<file path="src/rtl/demultiplexer2.sv">
// One-entry buffered 1-to-3 demultiplexer with valid/ready handshakes on both sides.
// Optional illegal-select drop counter enabled by defining DEMUX2_ERRCNT_EN.
module demultiplexer2 #(
    parameter int unsigned Width = 32
) (
    input  logic             clk,
    input  logic             rst_n,
    input  logic             in_valid,
    output logic             in_ready,
    input  logic [Width-1:0] in_data,
    input  logic [1:0]       s,
    output logic [Width-1:0] output0,
    output logic [Width-1:0] output1,
    output logic [Width-1:0] output2,
    output logic [2:0]       out_valid,
    input  logic [2:0]       out_ready,
    output logic [7:0]       err_cnt
);

    localparam int unsigned NumDest = 3;
    localparam logic [1:0]  IllegalSel = 2'd3;

    typedef enum logic {
        EMPTY = 1'b0,
        FULL  = 1'b1
    } state_t;

    state_t             state;
    logic               xfer_in;
    logic               xfer_out;
    logic               load;
    logic [NumDest-1:0] load_sel;

    // The one-hot out_valid register doubles as the buffered destination.
    always_comb begin
        xfer_out = (state == FULL) && (|(out_ready & out_valid));
        in_ready = (state == EMPTY) || (|(out_ready & out_valid));
        xfer_in  = in_valid && in_ready;
        load     = xfer_in && (s != IllegalSel);
        load_sel = NumDest'(3'b001 << s);
    end

    // Buffer: a new word overrides a simultaneous drain so throughput stays at one word per cycle.
    always_ff @(posedge clk or negedge rst_n) begin
        if (!rst_n) begin
            state     <= EMPTY;
            out_valid <= '0;
            output0   <= '0;
            output1   <= '0;
            output2   <= '0;
        end else if (load) begin
            state     <= FULL;
            out_valid <= load_sel;
            output0   <= load_sel[0] ? in_data : '0;
            output1   <= load_sel[1] ? in_data : '0;
            output2   <= load_sel[2] ? in_data : '0;
        end else if (xfer_out) begin
            state     <= EMPTY;
            out_valid <= '0;
            output0   <= '0;
            output1   <= '0;
            output2   <= '0;
        end
    end

`ifdef DEMUX2_ERRCNT_EN
    logic drop;

    assign drop = xfer_in && (s == IllegalSel);

    // Saturating count of words dropped for an illegal select.
    always_ff @(posedge clk or negedge rst_n) begin
        if (!rst_n) begin
            err_cnt <= 8'd0;
        end else if (drop && (err_cnt != 8'hFF)) begin
            err_cnt <= err_cnt + 8'd1;
        end
    end
`else
    assign err_cnt = 8'd0;
`endif

endmodule

</file>
<file path="config.mk">
export PLATFORM = sky130hd
export DESIGN_NAME = demultiplexer2
export DESIGN_NICKNAME = d
export VERILOG_FILES = /design/src/rtl/demultiplexer2.sv
export SDC_FILE = /design/constraint.sdc
export NUM_CORES = 1
export LEC_CHECK = 0
export BUFFER_PORTS_ARGS = -buffer_cell sky130_fd_sc_hd__buf_2
export CORE_AREA = 4 4 97 99
export DETAILED_ROUTE_END_ITERATION = 8
export DIE_AREA = 0 0 101 103
export PLACE_DENSITY = 0.74
export SYNTH_ARGS = -nofsm -noshare
export SYNTH_HDL_FRONTEND = slang
export SYNTH_SLANG_ARGS = --single-unit
</file>
<file path="constraint.sdc">
create_clock -name clk -period 1.6 [get_ports clk]
set_input_delay 0.32 -clock clk [delete_from_list [all_inputs] [get_ports clk]]
set_output_delay 0.32 -clock clk [all_outputs]
set_load 0.01 [all_outputs]
</file>
---- Word level (Yosys, flattened, before mapping) ----
Index checks and enable logic that the tools add are counted.
W data, S select, Z words.
word-level totals
  register bits ........................... 100
  output and inout port bits .............. 108
operators by class
  equality and inequality tests ........... 1
  shift-type cells ........................ 1
  multiplexer cells ....................... 11
  bitwise logic cells ..................... 2
  reduce and logical (&&, ||, !) cells .... 6
operators by type and width
  operator               number
  $mux W32               7
  $mux W3                2
  $and A3 B3 Y3          1
  $logic_and A1 B1 Y1    3
  $reduce_or A3 Y1       1
  $shl A1 B2 Y3 const A  1
  $mux W1                2
  $ne A2 B2 Y1 const B   1
  $reduce_bool A2 Y1     1
  $logic_or A1 B1 Y1     1
  $not A1 Y1             1

---- Longest topological paths before layout ----
Gate-level depths: netlist of run 1.
  word-level depth ........................ 6
  mapped depth ............................ 5

---- Least setup slack after synthesis of run 1 ----
No wires, ideal clock.
  path type ............................... register to register
  start ................................... register out_valid[1]
  end ..................................... register output0[10]
  library setup time ...................... 0.066 ns
  data arrival time ....................... 1.465 ns
  required time ........................... 1.534 ns
  path slack .............................. 0.069 ns
  cell stages (with the launch flop) ...... 6
  buffers on the path ..................... 2
  period minus slack after synthesis ...... 1.531 ns
  path through ............................ dfrtp_1 a22o_1 o22ai_2 buf_4 buf_2 a22o_1
on the way
  word-level cells in the longest chain between the ends .. 6
  elaborated cells between the ends (all ways) .. 8
  classes of those cells .................. mux (1); bitwise (1); reduce/logical (6)
RTL lines
  item                                            RTL line  RTL
  from (decl)                                     15        output logic [2:0] out_valid,
  from (signal assigned)                          53        out_valid <= load_sel;
  $and A3 B3 Y3 (*)                               36, 37
  $reduce_or A3 Y1 (*)                            36, 37
  $logic_or A1 B1 Y1                              37        in_ready = (state == EMPTY) || (|(out_ready & out_valid));
  $logic_and A1 B1 Y1                             38        xfer_in = in_valid && in_ready;
  $logic_and A1 B1 Y1                             39        load = xfer_in && (s != IllegalSel);
  $mux W32 or $reduce_bool A2 Y1 (tied branches)  n/a
  to (signal assigned)                            54        output0 <= load_sel[0] ? in_data : '0;
  to (decl)                                       12        output logic [Width-1:0] output0,
Every way passes the cells marked *; elsewhere a longest branch is shown, timed or not.
A chain may end at the register's enable or synchronous reset.

---- Worst setup path in the final report of run 1 ----
  start ................................... register out_valid[1]
  end ..................................... output port in_ready
on the way
  word-level cells in the longest chain between the ends .. 3
RTL lines
  item                RTL line  RTL
  $and A3 B3 Y3       37
  $reduce_or A3 Y1    37
  $logic_or A1 B1 Y1  37
  to (decl)           9         output logic in_ready,
No other way between the ends.

==> results.json, run 1 <==
{
  "fmax_mhz": 625.3,
  "fp.coreArea_um2": 8551,
  "layoutNonFillerInstCount": 507,
  "io_pins": 148,
  "num_rows": 34,
  "yosysTopAreaCellShare": 0.6906,
  "worst_setup_path_start_kind": "flop",
  "rr_worst_depth": 6,
  "dr.pass1.iters": 4,
  "endpoint_kind": "output port",
  "finClkSkew_ns": 0.01567,
  "dp_hpwl_um": 6364,
  "synth_most_common_cell": "dfrtp_1",
  "vias": 2775,
  "slew_viol_final": 0,
  "place.gp.congestion": 0.7554,
  "wl_per_cell_um": 18.88,
  "start_util": 0.4238,
  "hold_depth": 2,
  "root_buffer": "clkbuf_8",
  "ys_types": 19,
  "clock_latency_ns": 0.35,
  "rsz0062_at_grt": "true",
  "grt_max_degree": 48,
  "hold_viol_final": 0,
  "yosys.area.top_type": "dfrtp_1",
  "arrival_ns": 1.28,
  "synth_common_cells": "dfrtp_1 (100), a22o_1 (97), buf_2 (9), buf_4 (9), clkbuf_1 (9)",
  "routed_wl_um": 9571,
  "setup_viol": 0,
  "synth-seq-cells": 100,
  "ir_drop_v": 0.0006380,
  "p_per_area_nw_per_um2": 1743,
  "clkTransAtPathRegs_ns": 0.10,
  "gr-usage-all-layers": 0.1794,
  "area_growth_pct": 35.36,
  "drtAntennaViolNets": 0,
  "ys.flop_type": "dfrtp_1",
  "fin_nets": 434,
  "avgSynthCellArea_um2": 15.10,
  "ys_seq_area_frac": 0.6906,
  "cts_inserted_buffers": 9,
  "cp_slowest_cell": "dfrtp_1",
  "synth_area_um2": 3623,
  "synthCells": 240,
  "grt_pass1_vias": 2842,
  "ys_top_cells_by_area": "dfrtp_1 (69%), a22o_1 (23%), buf_4 (1.9%)",
  "drt-initial-drc-count": 62,
  "antenna_found_initial": 0,
  "port_buffers": 139,
  "power_leakage_nw": 2.753,
  "fin_tns_setup_ns": 0,
  "antenna_cells": 0,
  "drc_errors": 0,
  "status": "finished clean",
  "clock_sinks": 100,
  "die_w_um": 101,
  "die_y_um": 103,
  "die_area_um2": 10400,
  "htree_levels": 3,
  "hp-class": "primary input to flop",
  "min_period_over_period": 0.9995,
  "synth_enable_flop_cells": 0,
  "clockBufferDepth": 2,
  "drive_above_1_share": 0.4662,
  "async_reset_ff_frac": 1.000,
  "synth_warnings": 0,
  "grt_overflow": 0,
  "period_needed_ns": 1.599,
  "vias_per_cell": 5.473,
  "cpPeakStageDelay_ns": 0.40,
  "cts_tree": "built",
  "crit_chain": "a22oi_2, buf_6, nand3_4, buf_6",
  "utilization": 0.5736,
  "placed_cells": 483,
  "path_class": "flop to output port",
  "crit_top_cell": "buf_6",
  "grt_pass1_wl_um": 14750,
  "crit_fanout": 2,
  "crit_required_ns": 1.28,
  "drv_cap": 0
}
-- kinds of logic after synthesis --
| kind of cell | share of synthesized area |
|---|---|
| AO/OA/AOI/OAI | 0.2628 |
| buffers and inverters | 0.04143 |
| flip-flops | 0.6906 |
| other | 0.001035 |
| AND/OR/NAND/NOR | 0.004142 |
-- layout make-up --
type                            instances  area, µm²
Tap cell                              108      135.1
Clock inverter                          4      33.78
Timing Repair Buffer                  163       1011
Fill cell                             720       3646
Sequential cell                       100       2502
Clock buffer                           12      155.1
Inverter                                1      3.754
Multi-Input combinational cell        119       1064
-- power by group --
part / internal [mW] / switching, mW
clock network: 0.661 / 0.855
registers: 3.30 / 0.457
logic: 1.58 / 1.70
total: 5.54 / 3.01
-- layer usage --
| metal | track usage | vias up | wire length, µm |
|---|---|---|---|
| met1 | 0.2544 | 1437 | 4244 |
| met5 | 0 | - | 0 |
| met3 | 0.04127 | 12 | 727 |
| met2 | 0.2759 | 106 | 4479 |
| li1 | - | 1220 | - |
| met4 | 0.05726 | 0 | 121 |
-- final timing paths --
kind	start	end	slack (ns)
worst min register to register	output0[19]	output0[19]	0.51
max in group asynchronous	rst_n	output2[7]	0.64
worst max-delay path	out_valid[1]	in_ready	0.0009
min in group asynchronous	rst_n	output0[17]	0.43
worst min-delay path	in_data[17]	output0[17]	0.21
worst max register to register	out_valid[1]	output2[13]	0.03
-- per-stage QoR --
stage                     cell area, µm²  power (mW)  setup slack [ns]  hold WS (ns)
after floorplan                     3650       5.312           0.06858       0.02441
after global placement              4543       6.660           0.02767        0.2739
after detailed placement            4543       6.739          -0.02652        0.2827
after CTS                           4800       8.342          -0.03612        0.1908
after global routing                4905       9.028          -0.06759        0.1962
final                               4905       8.547         0.0008629        0.2084
-- flip-flops by register name (all words and copies together) (netlist names) --
signal	cells
out_valid	3
output0	32
output1	32
output2	32
state	1
-- critical path: cells and delay by family (launching register included) --
kind	cells	cell delay, ns
flip-flops	1	0.40
AND/OR/NAND/NOR	1	0.07
AO/OA/AOI/OAI	1	0.20
buffers and inverters	2	0.26
-- cells in the final DEF, fill, tap and decap left out, types with 2 or more instances in the layout --
master     Yosys  layout
buf_12         0       5
a21o_1         3       3
conb_1         1       8
buf_4          9      10
a22o_1        97      96
clkbuf_16      0       2
clkinv_4       0       3
a311oi_4       0       2
dfrtp_1      100     100
buf_6          0       8
clkbuf_8       0      11
buf_2          9     137
-- repair_timing --
item                                    in CTS  in global routing
hold buffers                                 1                  0
resized for setup                            7                 11
gates cloned                                 0                  2
pin swaps                                    1                  4
endpoints found under the hold margin       26                  0
endpoints found under the setup margin       1                100
setup buffers                                3                  2
No activity file was read; power rests on OpenSTA's default activity.
==> run 2, diff against run 1 <==
--- a/config.mk
+++ b/config.mk
@@ -9,7 +9,9 @@
 export CORE_AREA = 4 4 97 99
 export DETAILED_ROUTE_END_ITERATION = 8
 export DIE_AREA = 0 0 101 103
+export HOLD_SLACK_MARGIN = 0.08
 export PLACE_DENSITY = 0.74
+export SETUP_SLACK_MARGIN = 0.4
 export SYNTH_ARGS = -nofsm -noshare
 export SYNTH_HDL_FRONTEND = slang
 export SYNTH_SLANG_ARGS = --single-unit
==> results.json, run 2 (synthesis results as in run 1) <==
{
  "cts_inserted_buffers": 9,
  "crit_fanout": 8,
  "endpoint_kind": "flop",
  "die_w_um": 101,
  "dr.pass1.iters": 4,
  "drt-initial-drc-count": 106,
  "rr_worst_depth": 7,
  "setup_viol": 47,
  "path_class": "flop to flop",
  "rsz0062_at_grt": "true",
  "finClkSkew_ns": 0.01388,
  "layoutNonFillerInstCount": 602,
  "port_buffers": 139,
  "fin_tns_setup_ns": -0.5985,
  "num_rows": 34,
  "timing.final.ws_setup_ns": -0.03716,
  "start_util": 0.4238,
  "die_area_um2": 10400,
  "wl_per_cell_um": 19.15,
  "antenna_cells": 0,
  "vias_per_cell": 5.350,
  "ir_drop_v": 0.0009037,
  "swShare": 0.3279,
  "r2r-start": "out_valid[1]",
  "vias": 3221,
  "violations": "negative setup slack",
  "clockBufferDepth": 2,
  "nFillCells": 600,
  "fp.coreArea_um2": 8551,
  "fmax_mhz": 610.8,
  "grt_pass1_wl_um": 16480,
  "cts_tree": "built",
  "final_common_cell": "buf_2",
  "min_period_over_period": 1.023,
  "crit_required_ns": 1.91,
  "gr-usage-all-layers": 0.2041,
  "layout_common_cells": "buf_2 (124), dfrtp_1 (98), a22o_1 (96), buf_4 (87), buf_6 (22)",
  "root_buffer": "clkbuf_8",
  "finalPower_mw": 10.99,
  "area_growth_pct": 64.81,
  "dp_slack_ns": 0.08265,
  "place.gp.congestion": 0.7427,
  "net-switching-power_mw": 3.603,
  "grt_max_degree": 48,
  "min-delay-start": "in_data[17]",
  "hold_viol_final": 0,
  "dpl-instance-area_um2": 4519,
  "clock_latency_ns": 0.36,
  "hold_depth": 2,
  "htree_levels": 3,
  "power_leakage_nw": 3.371,
  "p_comb_frac": 0.505,
  "placed_cells": 482,
  "clock_sinks": 100,
  "hp-class": "primary input to flop",
  "grt_overflow": 0,
  "arrival_ns": 1.94,
  "drv_cap": 0,
  "intPower_mw": 7.384,
  "drtAntennaViolNets": 0,
  "worst_setup_path_start_kind": "flop",
  "antenna_found_initial": 0,
  "dp_hpwl_um": 6355,
  "io_pins": 148,
  "status": "finished with violations",
  "seqPwrFrac": 0.343,
  "drive_above_1_share": 0.5749,
  "r2r_slack_ns": -0.04,
  "routed_wl_um": 11530,
  "design_area_um2": 5972,
  "clkTransAtPathRegs_ns": 0.11,
  "slew_viol_final": 0,
  "p_per_area_nw_per_um2": 1840,
  "fin_nets": 529,
  "p_clk_frac": 0.151,
  "timing.hold.ws_ns": 0.1966,
  "grt_pass1_vias": 3151,
  "whs_endpoint": "output2[17]",
  "top_regs": "output0: 32 flops, output1: 32 flops, output2: 32 flops",
  "drc_errors": 0,
  "utilization": 0.6984,
  "r2r-end": "output1[23]",
  "die_y_um": 103,
  "period_needed_ns": 1.637
}
[run 2: power groups by stage]
stage          combinational, mW  clock [mW]  sequential (mW)
6_report                    5.55        1.66             3.77
5_1_grt                     5.88        1.80             3.85
3_5_place_dp                2.90           0             3.78
3_3_place_gp                2.82           0             3.77
4_1_cts                     4.79        1.69             3.71
2_1_floorplan               1.31           0             4.14
[run 2: timing repair]
item / in CTS / in global routing
cloned: 7 / 5
pin swaps: 1 / 69
hold endpoints to repair: 21 / 0
resized for setup: 36 / 20
endpoints found under the setup margin: 199 / 199
hold buffers: 1 / 0
setup buffers: 59 / 32
[run 2: final cells by class]
class	instances	area, µm²	area share
sequential	100	2505	0.4194
inverter	1	3.754	0.0006285
multi-input combinational	119	1062	0.1779
tap	108	135.1	0.02263
clock buffer	9	123.9	0.02074
clock inverter	7	80.08	0.01341
timing repair buffer	258	2062	0.3453
[run 2: worst max-delay path by stage]
stage,start,end,slack (ns),depth (start not counted)
after floorplan,out_valid[1],output2[22],0.15,4
after global routing,out_valid[1],output0[26],-0.08,7
after global placement,s[1],output1[12],0.12,5
final,out_valid[1],output1[23],-0.04,7
after detailed placement,out_ready[1],output0[25],0.08,5
after CTS,out_valid[1],in_ready,0.003,4
[run 2: per-layer routing]
layer | routed length (µm) | up-vias | GRT usage
li1 | - | 1417 | -
met1 | 4735 | 1652 | 0.2760
met2 | 5701 | 138 | 0.3311
met3 | 944 | 14 | 0.04736
met4 | 148 | 0 | 0.06033
met5 | 0 | - | 0
[run 2: worst max-delay path, stage by stage, from the launching register on]
cell,delay (ns)
dfrtp_1,0.43
buf_6,0.14
a22o_4,0.27
o22ai_4,0.16
buf_12,0.18
buf_8,0.13
buf_16,0.11
a22o_1,0.16
==> run 3, diff against run 2 <==
--- a/config.mk
+++ b/config.mk
@@ -6,11 +6,13 @@
 export NUM_CORES = 1
 export LEC_CHECK = 0
 export BUFFER_PORTS_ARGS = -buffer_cell sky130_fd_sc_hd__buf_2
-export CORE_AREA = 4 4 97 99
+export CELL_PAD_IN_SITES_DETAIL_PLACEMENT = 1
+export CELL_PAD_IN_SITES_GLOBAL_PLACEMENT = 1
+export CORE_AREA = 4 4 109 111
 export DETAILED_ROUTE_END_ITERATION = 8
-export DIE_AREA = 0 0 101 103
+export DIE_AREA = 0 0 113 115
 export HOLD_SLACK_MARGIN = 0.08
-export PLACE_DENSITY = 0.74
+export PLACE_DENSITY_LB_ADDON = 0.1
 export SETUP_SLACK_MARGIN = 0.4
 export SYNTH_ARGS = -nofsm -noshare
 export SYNTH_HDL_FRONTEND = slang
==> results.json, run 3 (synthesis results as in run 1) <==
{
  "fmax_mhz": 614.8,
  "clock_latency_ns": 0.36,
  "crit_top_cell": "buf_6",
  "fin_nets": 508,
  "port_buffers": 139,
  "routed_wl_um": 12200,
  "cp_slowest_cell": "dfrtp_1",
  "nFillCells": 1137,
  "violations": "negative setup slack",
  "num_rows": 38,
  "crit_chain": "buf_6, a22o_4, o22ai_4, buf_6, buf_12, clkbuf_16, a22o_1",
  "place.gp.congestion": 0.7279,
  "utilization": 0.5351,
  "root_buffer": "clkbuf_8",
  "power_leakage_nw": 3.219,
  "antenna_found_initial": 0,
  "vias_per_cell": 4.967,
  "arrival_ns": 1.92,
  "min_period_over_period": 1.017,
  "dp_hpwl_um": 6948,
  "cts_tree": "built",
  "drtAntennaViolNets": 0,
  "die_w_um": 113,
  "critPathBufInv": 4,
  "path_depth": 7,
  "grt_overflow": 0,
  "placed_cells": 512,
  "drc_errors": 0,
  "status": "finished with violations",
  "top_regs": "output0: 32 flops, output1: 32 flops, output2: 32 flops",
  "hold_depth": 2,
  "grt_pass1_wl_um": 18210,
  "dp_slack_ns": 0.06384,
  "die_area_um2": 13000,
  "wl_per_cell_um": 19.93,
  "timing.final.ws_setup_ns": -0.02642,
  "crit_fanout": 4,
  "gr-usage-all-layers": 0.1801,
  "antenna_cells": 0,
  "endpoint_kind": "flop",
  "final_common_cell": "buf_2",
  "clkTransAtPathRegs_ns": 0.10,
  "drive_above_1_share": 0.5487,
  "rr_worst_depth": 7,
  "worst_setup_path_start_kind": "flop",
  "fp.coreArea_um2": 10790,
  "path_delay_family": "compound AO/OA/AOI/OAI gates",
  "fin_tns_setup_ns": -0.08713,
  "grt_max_degree": 47,
  "slew_viol_final": 0,
  "clockBufferDepth": 2,
  "p_per_area_nw_per_um2": 1784,
  "hold_viol_final": 0,
  "ir_drop_v": 0.0007182,
  "start_util": 0.3357,
  "setup_viol": 5,
  "die_y_um": 115,
  "finClkSkew_ns": 0.01387,
  "layout_common_cells": "buf_2 (120), dfrtp_1 (98), a22o_1 (96), buf_4 (69), buf_6 (30)",
  "period_needed_ns": 1.626,
  "grt_pass1_vias": 3193,
  "clock_sinks": 100,
  "rsz0062_at_grt": "true",
  "multi_input_area_um2": 1060,
  "htree_levels": 3,
  "layoutNonFillerInstCount": 612,
  "regArea_um2": 2505,
  "cpPeakStageDelay_ns": 0.41,
  "cts_inserted_buffers": 9,
  "timing.hold.ws_ns": 0.2059,
  "dr.pass1.iters": 4,
  "drt-initial-drc-count": 152,
  "drv_cap": 0,
  "io_pins": 148,
  "vias": 3040,
  "path_class": "flop to flop",
  "hp-class": "primary input to flop",
  "crit_required_ns": 1.89,
  "area_growth_pct": 59.39
}
## run 3: metrics by stage
step	area, µm²	power (mW)
2_1_floorplan	3731	5.453
3_3_place_gp	4607	6.769
3_5_place_dp	4607	6.812
4_1_cts	5458	9.791
5_1_grt	5776	10.90
6_report	5776	10.30
## run 3: final cells by class
type / count / area share
inverter: 1 / 0.0006499
clock inverter: 4 / 0.008882
multi-input combinational: 119 / 0.1835
clock buffer: 11 / 0.02275
sequential: 100 / 0.4337
tap: 140 / 0.03033
timing repair buffer: 237 / 0.3202
## run 3: per-layer routing
layer	share of wire	wire length, µm	track usage	vias up
met4	0.0048	59	0.02644	0
met5	0	0	0	-
met3	0.063	770	0.05895	5
met2	0.51	6171	0.3112	93
li1	-	-	-	1370
met1	0.43	5195	0.2268	1572
## run 3: timing repair
| action | in CTS | in global routing |
|---|---|---|
| gates cloned | 8 | 2 |
| hold buffers | 1 | 0 |
| endpoints found under the hold margin | 21 | 0 |
| setup endpoints to repair | 199 | 199 |
| resized for setup | 28 | 17 |
| buffers inserted | 48 | 26 |
| pin swaps | 5 | 30 |
## run 3: power by group
group	internal (mW)	total (mW)	switching (mW)
registers	3.30	3.78	0.482
clock network	0.718	1.56	0.842
logic	2.84	4.96	2.12
## run 3: final timing paths
check / start / endpoint / slack (ns)
worst max-delay path: out_valid[1] / output1[20] / -0.03
worst min-delay path: in_data[26] / output1[26] / 0.21
worst max register to register: out_valid[1] / output1[20] / -0.03
worst min register to register: output0[8] / output0[8] / 0.52
max in group asynchronous: rst_n / output1[7] / 0.63
min in group asynchronous: rst_n / output0[22] / 0.41
